===== src/rtl/cache_pkg.sv =====
// Shared types, line geometry and address field helpers for the data cache.
package cache_pkg;

    localparam int LINE_W   = 256;
    localparam int OFFSET_W = 5;
    localparam int WORD_W   = 32;

    typedef enum logic [1:0] {
        IDLE      = 2'd0,
        WRITEBACK = 2'd1,
        REFILL    = 2'd2
    } state_t;

    // Tag field, right-justified; callers cast to their tag width.
    function automatic logic [31:0] addr_tag(input logic [31:0] addr, input int idx_w);
        return addr >> (OFFSET_W + idx_w);
    endfunction

    // Set index field, right-justified; callers cast to their index width.
    function automatic logic [31:0] addr_index(input logic [31:0] addr, input int idx_w);
        return (addr >> OFFSET_W) & ((32'd1 << idx_w) - 32'd1);
    endfunction

    // Word within the line; word 0 sits in line bits [31:0].
    function automatic logic [2:0] addr_word(input logic [31:0] addr);
        return addr[4:2];
    endfunction

endpackage


===== src/rtl/dcache_sram.sv =====
// Valid/dirty/tag/data storage for a direct-mapped cache.
// Combinational read of one set; writes are either a whole-line refill
// or a single-word store that also marks the set dirty.
module dcache_sram
    import cache_pkg::*;
#(
    parameter int SETS  = 16,
    parameter int IDX_W = 4,
    parameter int TAG_W = 23
)
(
    input  logic              clk_i,
    input  logic              rst_i,
    input  logic [IDX_W-1:0]  i_idx,
    output logic              o_valid,
    output logic              o_dirty,
    output logic [TAG_W-1:0]  o_tag,
    output logic [LINE_W-1:0] o_line,
    input  logic              i_line_we,
    input  logic [TAG_W-1:0]  i_line_tag,
    input  logic [LINE_W-1:0] i_line_data,
    input  logic              i_word_we,
    input  logic [2:0]        i_word_sel,
    input  logic [WORD_W-1:0] i_word_data
);

    logic [SETS-1:0]   r_valid;
    logic [SETS-1:0]   r_dirty;
    logic [TAG_W-1:0]  r_tag  [SETS];
    logic [LINE_W-1:0] r_data [SETS];

    assign o_valid = r_valid[i_idx];
    assign o_dirty = r_dirty[i_idx];
    assign o_tag   = r_tag[i_idx];
    assign o_line  = r_data[i_idx];

    // Status bits: cleared asynchronously, set by refill / store.
    always_ff @(posedge clk_i or posedge rst_i) begin
        if (rst_i) begin
            r_valid <= '0;
            r_dirty <= '0;
        end else if (i_line_we) begin
            r_valid[i_idx] <= 1'b1;
            r_dirty[i_idx] <= 1'b0;
        end else if (i_word_we) begin
            r_dirty[i_idx] <= 1'b1;
        end
    end

    // Tag and data arrays carry no reset; valid bits guard them.
    always_ff @(posedge clk_i) begin
        if (i_line_we) begin
            r_tag[i_idx]  <= i_line_tag;
            r_data[i_idx] <= i_line_data;
        end else if (i_word_we) begin
            r_data[i_idx][{i_word_sel, 5'd0} +: WORD_W] <= i_word_data;
        end
    end

endmodule


===== src/rtl/dcache_controller.sv =====
// Direct-mapped write-back write-allocate data cache controller.
// Zero-stall hits; misses stall the pipeline while a dirty victim is
// written back and the requested line is fetched.
module dcache_controller
    import cache_pkg::*;
#(
    parameter int SETS = 16
)
(
    input  logic              clk_i,
    input  logic              rst_i,
    input  logic              cpu_req_i,
    input  logic              cpu_write_i,
    input  logic [31:0]       cpu_addr_i,
    input  logic [31:0]       cpu_data_i,
    output logic [31:0]       cpu_data_o,
    output logic              cpu_stall_o,
    output logic              mem_enable_o,
    output logic              mem_write_o,
    output logic [31:0]       mem_addr_o,
    output logic [LINE_W-1:0] mem_data_o,
    input  logic [LINE_W-1:0] mem_data_i,
    input  logic              mem_ack_i
);

    localparam int IDX_W = $clog2(SETS);
    localparam int TAG_W = 27 - IDX_W;

    state_t r_state;
    state_t w_state_next;

    logic [TAG_W-1:0]  w_req_tag;
    logic [IDX_W-1:0]  w_idx;
    logic [2:0]        w_word;
    logic              w_vic_valid;
    logic              w_vic_dirty;
    logic [TAG_W-1:0]  w_vic_tag;
    logic [LINE_W-1:0] w_line;
    logic              w_hit;
    logic              w_line_we;
    logic              w_word_we;

    assign w_req_tag = TAG_W'(addr_tag(cpu_addr_i, IDX_W));
    assign w_idx     = IDX_W'(addr_index(cpu_addr_i, IDX_W));
    assign w_word    = addr_word(cpu_addr_i);

    assign w_hit     = cpu_req_i & w_vic_valid & (w_vic_tag == w_req_tag);
    // Refill completes on the ack; store hits merge only when not stalled.
    assign w_line_we = (r_state == REFILL) & mem_ack_i;
    assign w_word_we = (r_state == IDLE) & w_hit & cpu_write_i & ~rst_i;

    dcache_sram #(
        .SETS  (SETS),
        .IDX_W (IDX_W),
        .TAG_W (TAG_W)
    ) u_sram (
        .clk_i       (clk_i),
        .rst_i       (rst_i),
        .i_idx       (w_idx),
        .o_valid     (w_vic_valid),
        .o_dirty     (w_vic_dirty),
        .o_tag       (w_vic_tag),
        .o_line      (w_line),
        .i_line_we   (w_line_we),
        .i_line_tag  (w_req_tag),
        .i_line_data (mem_data_i),
        .i_word_we   (w_word_we),
        .i_word_sel  (w_word),
        .i_word_data (cpu_data_i)
    );

    // State register; reset abandons any in-flight memory transaction.
    always_ff @(posedge clk_i or posedge rst_i) begin
        if (rst_i) begin
            r_state <= IDLE;
        end else begin
            r_state <= w_state_next;
        end
    end

    // Next state plus Moore memory-port decode and CPU-side outputs.
    always_comb begin
        w_state_next = r_state;
        cpu_stall_o  = 1'b0;
        cpu_data_o   = '0;
        mem_enable_o = 1'b0;
        mem_write_o  = 1'b0;
        mem_addr_o   = '0;
        mem_data_o   = '0;
        case (r_state)
            IDLE: begin
                cpu_stall_o = cpu_req_i & ~w_hit;
                if (cpu_req_i && !w_hit) begin
                    w_state_next = (w_vic_valid && w_vic_dirty) ? WRITEBACK : REFILL;
                end
            end
            WRITEBACK: begin
                cpu_stall_o  = 1'b1;
                mem_enable_o = 1'b1;
                mem_write_o  = 1'b1;
                mem_addr_o   = {w_vic_tag, w_idx, 5'd0};
                mem_data_o   = w_line;
                if (mem_ack_i) begin
                    w_state_next = REFILL;
                end
            end
            REFILL: begin
                cpu_stall_o  = 1'b1;
                mem_enable_o = 1'b1;
                mem_addr_o   = {w_req_tag, w_idx, 5'd0};
                if (mem_ack_i) begin
                    w_state_next = IDLE;
                end
            end
            default: begin
                w_state_next = IDLE;
            end
        endcase
        // The pipeline must never be frozen while reset is held.
        if (rst_i) begin
            cpu_stall_o = 1'b0;
        end
        if (cpu_req_i && !cpu_write_i && !cpu_stall_o && (r_state == IDLE)) begin
            cpu_data_o = w_line[{w_word, 5'd0} +: 32];
        end
    end

endmodule

===== config.mk =====
export PLATFORM = sky130hd
export DESIGN_NAME = dcache_controller
export DESIGN_NICKNAME = d
export VERILOG_FILES = /design/src/rtl/cache_pkg.sv /design/src/rtl/dcache_sram.sv /design/src/rtl/dcache_controller.sv
export SDC_FILE = /design/constraint.sdc
export NUM_CORES = 2
export LEC_CHECK = 0
export ABC_AREA = 0
export CORE_UTILIZATION = 50
export CTS_CLUSTER_DIAMETER = 50
export DETAILED_ROUTE_END_ITERATION = 6
export HOLD_SLACK_MARGIN = 0.05
export PLACE_DENSITY = 0.67
export SLEW_MARGIN = 20
export SYNTH_ARGS = -nofsm -noshare
export SYNTH_HDL_FRONTEND = slang
export SYNTH_MEMORY_MAX_BITS = 65536
export SYNTH_SLANG_ARGS = --single-unit

===== constraint.sdc =====
create_clock -name clk_i -period 8.2 [get_ports clk_i]
set_input_delay 0.82 -clock clk_i [delete_from_list [all_inputs] [get_ports clk_i]]
set_output_delay 0.82 -clock clk_i [all_outputs]
set_load 0.005 [all_outputs]

== Yosys cells after proc, flatten, opt, wreduce, memory -nomap -nowiden ==
Memory sizes are Yosys's and may differ from the RTL's.
Index checks and enable logic that the tools add are counted.

* Eq/ne operators: 6
* Bitwise operators: 269
* Add/subtract/negate cells: 1
* Magnitude comparators: 2
* Shift operators: 3
* Multiplexer cells: 281
* Reduce and logical (&&, ||, !) cells: 13

{| class="wikitable"
|+ Operators with widths
! cell !! number
|-
| 256-bit two-way mux || 2
|-
| 1-bit two-way mux || 266
|-
| 1-bit OR || 256
|-
| 32-bit by 10-bit variable shift with 256-bit output, first input constant || 1
|-
| 256-bit by 9-bit indexed part select with 32-bit output || 1
|-
| 32-bit by 10-bit indexed part select with 256-bit output || 1
|-
| 32-bit case mux with 2 select lines || 1
|-
| 16-bit two-way mux || 2
|-
| 32-bit two-way mux || 1
|-
| 16-bit OR || 2
|-
| 23-bit == test || 1
|-
| 16-bit AND || 1
|-
| 16-bit NOT || 1
|-
| 8-bit negation with 10-bit output || 1
|-
| 1-bit binary-select mux with 4-bit select || 2
|-
| 2-bit two-way mux || 4
|-
| 1-bit AND || 7
|-
| 1-bit logical AND || 6
|-
| 2-bit case mux with 3 select lines || 1
|-
| 4-bit by 5-bit less-than comparator with 1-bit output, second input constant || 1
|-
| 1-bit demux with 4-bit select || 1
|-
| 4-bit by 1-bit >= comparator with 1-bit output, second input constant || 1
|-
| 2-bit != test, second input constant || 2
|-
| 1-bit logical NOT || 3
|-
| other kinds (9) || 10
|}

* Bits in registers: 34
* Output and inout port bits: 323
* RAM bits: 4464
* Memories: 2
* Word-level logic and storage cells: 580

{| class="wikitable"
|+ Memory list
! memory !! depth !! bits a word !! rd ports !! clocked after memory_dff !! write ports !! line !! text
|-
| u_sram.r_data || 16 || 256 || 1 || 0 || 1 || dcache_sram.sv:30 || <nowiki>logic [LINE_W-1:0] r_data [SETS];</nowiki>
|-
| u_sram.r_tag || 16 || 23 || 1 || 0 || 1 || dcache_sram.sv:29 || <nowiki>logic [TAG_W-1:0] r_tag [SETS];</nowiki>
|}

== Longest topological paths before layout ==
* Depth in word-level cells: 12
* Depth in mapped cells: 15
* Depth with buffers taken out: 9

== Modules after synthesis ==
Synthesis repeated with hierarchy kept, for this count alone.

* Cell total of the unflattened synthesis: 8289
* Area, all modules: 177451.4 µm²

{| class="wikitable"
|+ Modules (own cells, without submodules)
! module !! instances !! cells an instance !! area an instance (µm²)
|-
| dcache_sram || 1 || 7718 || 172773.2
|-
| dcache_controller || 1 || 571 || 4678.2
|}

== Worst setup path before layout ==
OpenSTA, ideal clock, no wires.

* Path type: input to register
* From: in cpu_addr_i[3]
* To: mem u_sram.r_data[10][128] (enable)
* Arrival time: 4.889 ns
* Slack: 2.879 ns
* Cell stages on the path: 13
* Required time: 7.768 ns
* Buffers on the path: 4
* Path through: inv_1 > clkbuf_1 > clkbuf_1 > ha_1 > ha_1 > inv_1 > nor2_1 > o21ai_0 > nor3_1 > nand4_1 > buf_2 > buf_2 > a21oi_1

* Cells in the longest elaborated chain, start to end: 4

{| class="wikitable"
|+ Ends and longest elaborated chain
! what !! line !! text
|-
| start, declared || dcache_controller.sv:14 || <nowiki>input logic [31:0] cpu_addr_i,</nowiki>
|-
| 8-bit negation with 10-bit output || dcache_sram.sv:56 || <nowiki>r_data[i_idx][{i_word_sel, 5'd0} +: WORD_W] <= i_word_data;</nowiki>
|-
| 32-bit by 10-bit variable shift with 256-bit output || dcache_sram.sv:56 ||
|-
| 256-bit two-way mux (not written as such) || dcache_sram.sv:56 ||
|-
| 1-bit OR (no line) || n/a ||
|-
| end, declared || dcache_sram.sv:30 ||
|}

Every way passes these cells.

== Final worst setup path ==
* From: in cpu_addr_i[7]
* To: out cpu_stall_o

* Cells in the longest elaborated chain, start to end: 8
* Elaborated cells on any way between the ends: 10
* Classes of those cells: eq/ne (1); mux (4); bitwise (4); memory (1)

{| class="wikitable"
|+ Ends and longest elaborated chain
! what !! line !! text
|-
| parallel branches: the longest is 3 deep, another holds memory read 16 x 23 bit || n/a ||
|-
| 1-bit AND * || dcache_controller.sv:47 || <nowiki>assign w_hit = cpu_req_i & w_vic_valid & (w_vic_tag == w_req_tag);</nowiki>
|-
| 1-bit NOT * || dcache_controller.sv:92 || <nowiki>cpu_stall_o = cpu_req_i & ~w_hit;</nowiki>
|-
| 1-bit AND * || dcache_controller.sv:92 ||
|-
| 1-bit case mux with 2 select lines * || dcache_controller.sv:90 || <nowiki>case (r_state)</nowiki>
|-
| 1-bit two-way mux * || dcache_controller.sv:120 || <nowiki>if (rst_i) begin</nowiki>
|-
| end, declared || dcache_controller.sv:17 || <nowiki>output logic cpu_stall_o,</nowiki>
|}

Every way passes the cells marked *. The select of a mux whose other input is x is not followed.

==> impl_metrics.env <==
export IMPL_status="complete, but fails checks"
export IMPL_violations="design-rule violations"
export IMPL_crit_path_max_fanout=61
export IMPL_intPower_mw=38.9
export IMPL_vias=91800
export IMPL_grt_max_degree=130
export IMPL_clk_insertion_delay_late_ns=1.01
export IMPL_synth_seq_cells=4498
export IMPL_clock_sinks=4498
export IMPL_synth_area_top_cells="edfxtp_1 75%, mux4_2 18%, and2_1 1.3%"
export IMPL_end_kind="primary output"
export IMPL_dp_hpwl_um=359000
export IMPL_cts_setup_buffers=0
export IMPL_yosys_most_used_dff="edfxtp_1"
export IMPL_finalCritPeriodShare_pct=81.5
export IMPL_setup_tns_ns=0
export IMPL_grt_pass1_vias=87800
export IMPL_power_frac_seq_pct=51.0
export IMPL_finalClockSkew_ns=0.0608
export IMPL_htreeDepth=5
export IMPL_die_x_um=600
export IMPL_cts_buffers=455
export IMPL_fin_hold_ws_ns=0.478
export IMPL_crit_path_top_delay_cell="o41ai_1"
export IMPL_path_class="in2out"
export IMPL_area_delta_synth_final_pct=16.7
export IMPL_clockBufferDepth=4
export IMPL_cts_resized=0
export IMPL_cp_slowest_stage_delay_ns=0.99
export IMPL_maxCapViolCount=0
export IMPL_required_ns=7.38
export IMPL_syn_area_um2=179000
export IMPL_crit_buf_inv=4
export IMPL_routed_wl_um=559000
export IMPL_yosys_cell_types_count=71
export IMPL_min_from="u_sram.r_valid[3]"
export IMPL_synthArstFlopShare_pct=0.756
export IMPL_worst_slew_pin_slew_ns=1.20
export IMPL_start_kind="input pin"
export IMPL_gp_congestion=0.882
export IMPL_r2r_slack_ns=3.20
export IMPL_start_util_pct=50.3
export IMPL_synthCells=7743
export IMPL_vdd_drop_max_uv=181
export IMPL_hold_viol=0
export IMPL_max_clock_freq_mhz=150
export IMPL_p_leak_nw=65.0
export IMPL_ctsHoldBuffers=0
export IMPL_synth_most_common_cell="edfxtp_1"
export IMPL_min_period_ns=6.68
export IMPL_fillCellCount=24800
export IMPL_cts_tree="built"
export IMPL_yosys_area_top_type="edfxtp_1"
export IMPL_grtUsageTotal_pct=30.9
export IMPL_critPathArrivalTime_ns=5.86
export IMPL_die_height_um=600
export IMPL_slew_headroom_pct=19.8
export IMPL_wl_per_cell_um=40.0
export IMPL_io_buffers=640
export IMPL_cp_startpoint="cpu_addr_i[7]"
export IMPL_viasPerCell=6.56
export IMPL_synthTopCellsByCount="4464 x edfxtp_1, 1408 x mux4_2, 360 x and2_1"
export IMPL_overflow=0
export IMPL_dieArea_um2=360000
export IMPL_cp_common_cell="buf_4"
export IMPL_power_frac_comb_pct=8.2
export IMPL_rsz0062_at_grt="false"
export IMPL_cts_root_buf="clkbuf_16"
export IMPL_clkPwrFrac_pct=40.8
export IMPL_drt_antenna_violating_nets=0
export IMPL_powerDensity_nw_per_um2=243
export IMPL_cpLargestDelayFamily="buffers and inverters"
export IMPL_rows=219
export IMPL_grt_pass1_wl_um=746000
export IMPL_ys_warn_count=0
export IMPL_swShare_pct=23.3
export IMPL_synth_top_cell_area_share_pct=74.9
export IMPL_drt_iter0_drc=13400
export IMPL_finalNetCount=9004
export IMPL_drc=131
export IMPL_ys_seq_area_share_pct=75.4
export IMPL_hold_path_class="reg2reg"
export IMPL_cp_cell_sequence="buf_6 -> buf_4 -> mux2i_1 -> a22o_1 -> nor3_1 -> nor4b_1 -> a31oi_1 -> a21oi_2 -> buf_4 -> and3_1 -> o41ai_1 -> clkdlybuf4s50_1"
export IMPL_design_core_area_um2=356000
export IMPL_firstDrtPassIters=7
export IMPL_grt_antenna_before_repair=108
export IMPL_final_layout_size_suffix_gt1_share_pct=31.0
export IMPL_final_max_slew_viol_count=0
export IMPL_avgSynthCellArea_um2=23.1
export IMPL_setup_viol=0
export IMPL_r2r_start="r_state[0]"
export IMPL_p_switching_mw=11.8
export IMPL_synth_edf_count=4464
export IMPL_ios=648
export IMPL_path_clk_slew_ns=0.06
## placed cells by master, fill, tap and decap left out, types with 9 or more instances in the layout
cell type        instances
or2_2                   16
clkinv_1                88
clkinv_2                92
clkdlybuf4s50_1        622
o21ai_0                 45
a21oi_4                128
mux4_2                1408
clkinv_4                15
nor3_1                  37
clkbuf_1                67
inv_6                   10
nand3_1                 27
buf_4                  276
buf_2                   13
edfxtp_1              4464
buf_12                  25
xnor2_1                 21
and2_1                 360
xor2_1                   9
nor2_4                  16
mux2_2                 178
nand4_1                 11
dfrtp_1                 34
mux2i_2                 11
a22oi_1                 44
mux2i_1                144
nand2_1                 56
inv_1                   25
bufinv_16               44
clkbuf_16              459
nor2_1                  18
clkinvlp_4              32
nor2b_1                 26
diode_2                179
mux2_1                  62
clkinv_8                10
## power by group through the flow
stage	registers [mW]	clock network (mW)	logic (mW)
6_report	25.8	20.7	4.17
5_1_grt	25.9	21.6	4.23
3_5_place_dp	26.3	0	4.11
2_1_floorplan	26.3	0	2.00
4_1_cts	25.8	20.8	4.13
3_3_place_gp	26.3	0	4.04
## per-stage QoR
step / worst slack, ns / power (mW) / cells / instance area [um2] / util, %
final: 1.52 / 50.7 / 14000 / 209000 / 58.6
after global routing: 1.33 / 51.7 / 13900 / 208000 / 58.6
after CTS: 1.56 / 50.7 / 13800 / 208000 / 58.5
after detailed placement: 1.58 / 30.4 / 13000 / 193000 / 54.3
after global placement: 1.59 / 30.3 / 13000 / 193000 / 54.3
after floorplan: 2.88 / 28.3 / 7747 / 179000 / -
## cell type report
type	count	area [um2]	area share (%)
diodes	179	448	0.215
clock buffers	530	11800	5.65
clock inverters	307	3050	1.46
inverters	28	115	0.0551
multi-input cells	2740	43400	20.8
flip-flops and latches	4498	135000	64.6
well taps	4751	5940	2.85
repair buffers	947	9110	4.37
## state kept, by name, summed over array words and instances, names as in the netlist, named ones only
signal and flops:
r_state 2, u_sram.r_data 4096, u_sram.r_tag 368, u_sram.r_valid 16
## final timing paths
| kind | depth (start not counted) | endpoint |
|---|---|---|
| max | 12 | cpu_stall_o |
| min | 1 | u_sram.r_valid[3] |
| max reg2reg | 11 | u_sram.r_data[15][164] |
| min reg2reg | 1 | u_sram.r_valid[3] |
| max in group asynchronous | 3 | u_sram.r_valid[12] |
| min in group asynchronous | 3 | asynchronous set/reset pin |
## metal layers
metal	global-route usage [%]	wire [um]	share of wire, %	up-vias
met5	0	155	0.028	-
met4	21.6	43200	7.7	22
met3	7.52	61300	11	1172
met2	46.8	263000	47	6385
met1	39.5	192000	34	49100
li1	-	-	-	35100
## logic make-up (layout without fill, tap and decap cells)
kind of cell | count (synthesis) | count (layout) | share of synthesized area, %
AO/OA/AOI/OAI | 280 | 280 | 0.971
XOR/XNOR | 30 | 30 | 0.147
adder cells (fa/ha/maj) | 9 | 9 | 0.0629
buffers and inverters | 509 | 1812 | 1.33
flip-flops | 4498 | 4498 | 75.4
multiplexers | 1806 | 1806 | 20.1
other | 1 | 184 | 0.00210
AND/OR/NAND/NOR | 610 | 610 | 1.97
## worst reg2reg max path: stages, from the launching register on
cell,delay (ns)
dfrtp_1,0.42
inv_1,0.11
ha_1,0.25
nand2_4,0.71
nand3_1,0.18
nor2_1,0.68
nand3_1,0.20
nor2_1,0.38
nand4_1,0.17
buf_4,0.32
a21oi_4,0.72
buf_4,0.52
No activity file was read; power rests on OpenSTA's default activity.
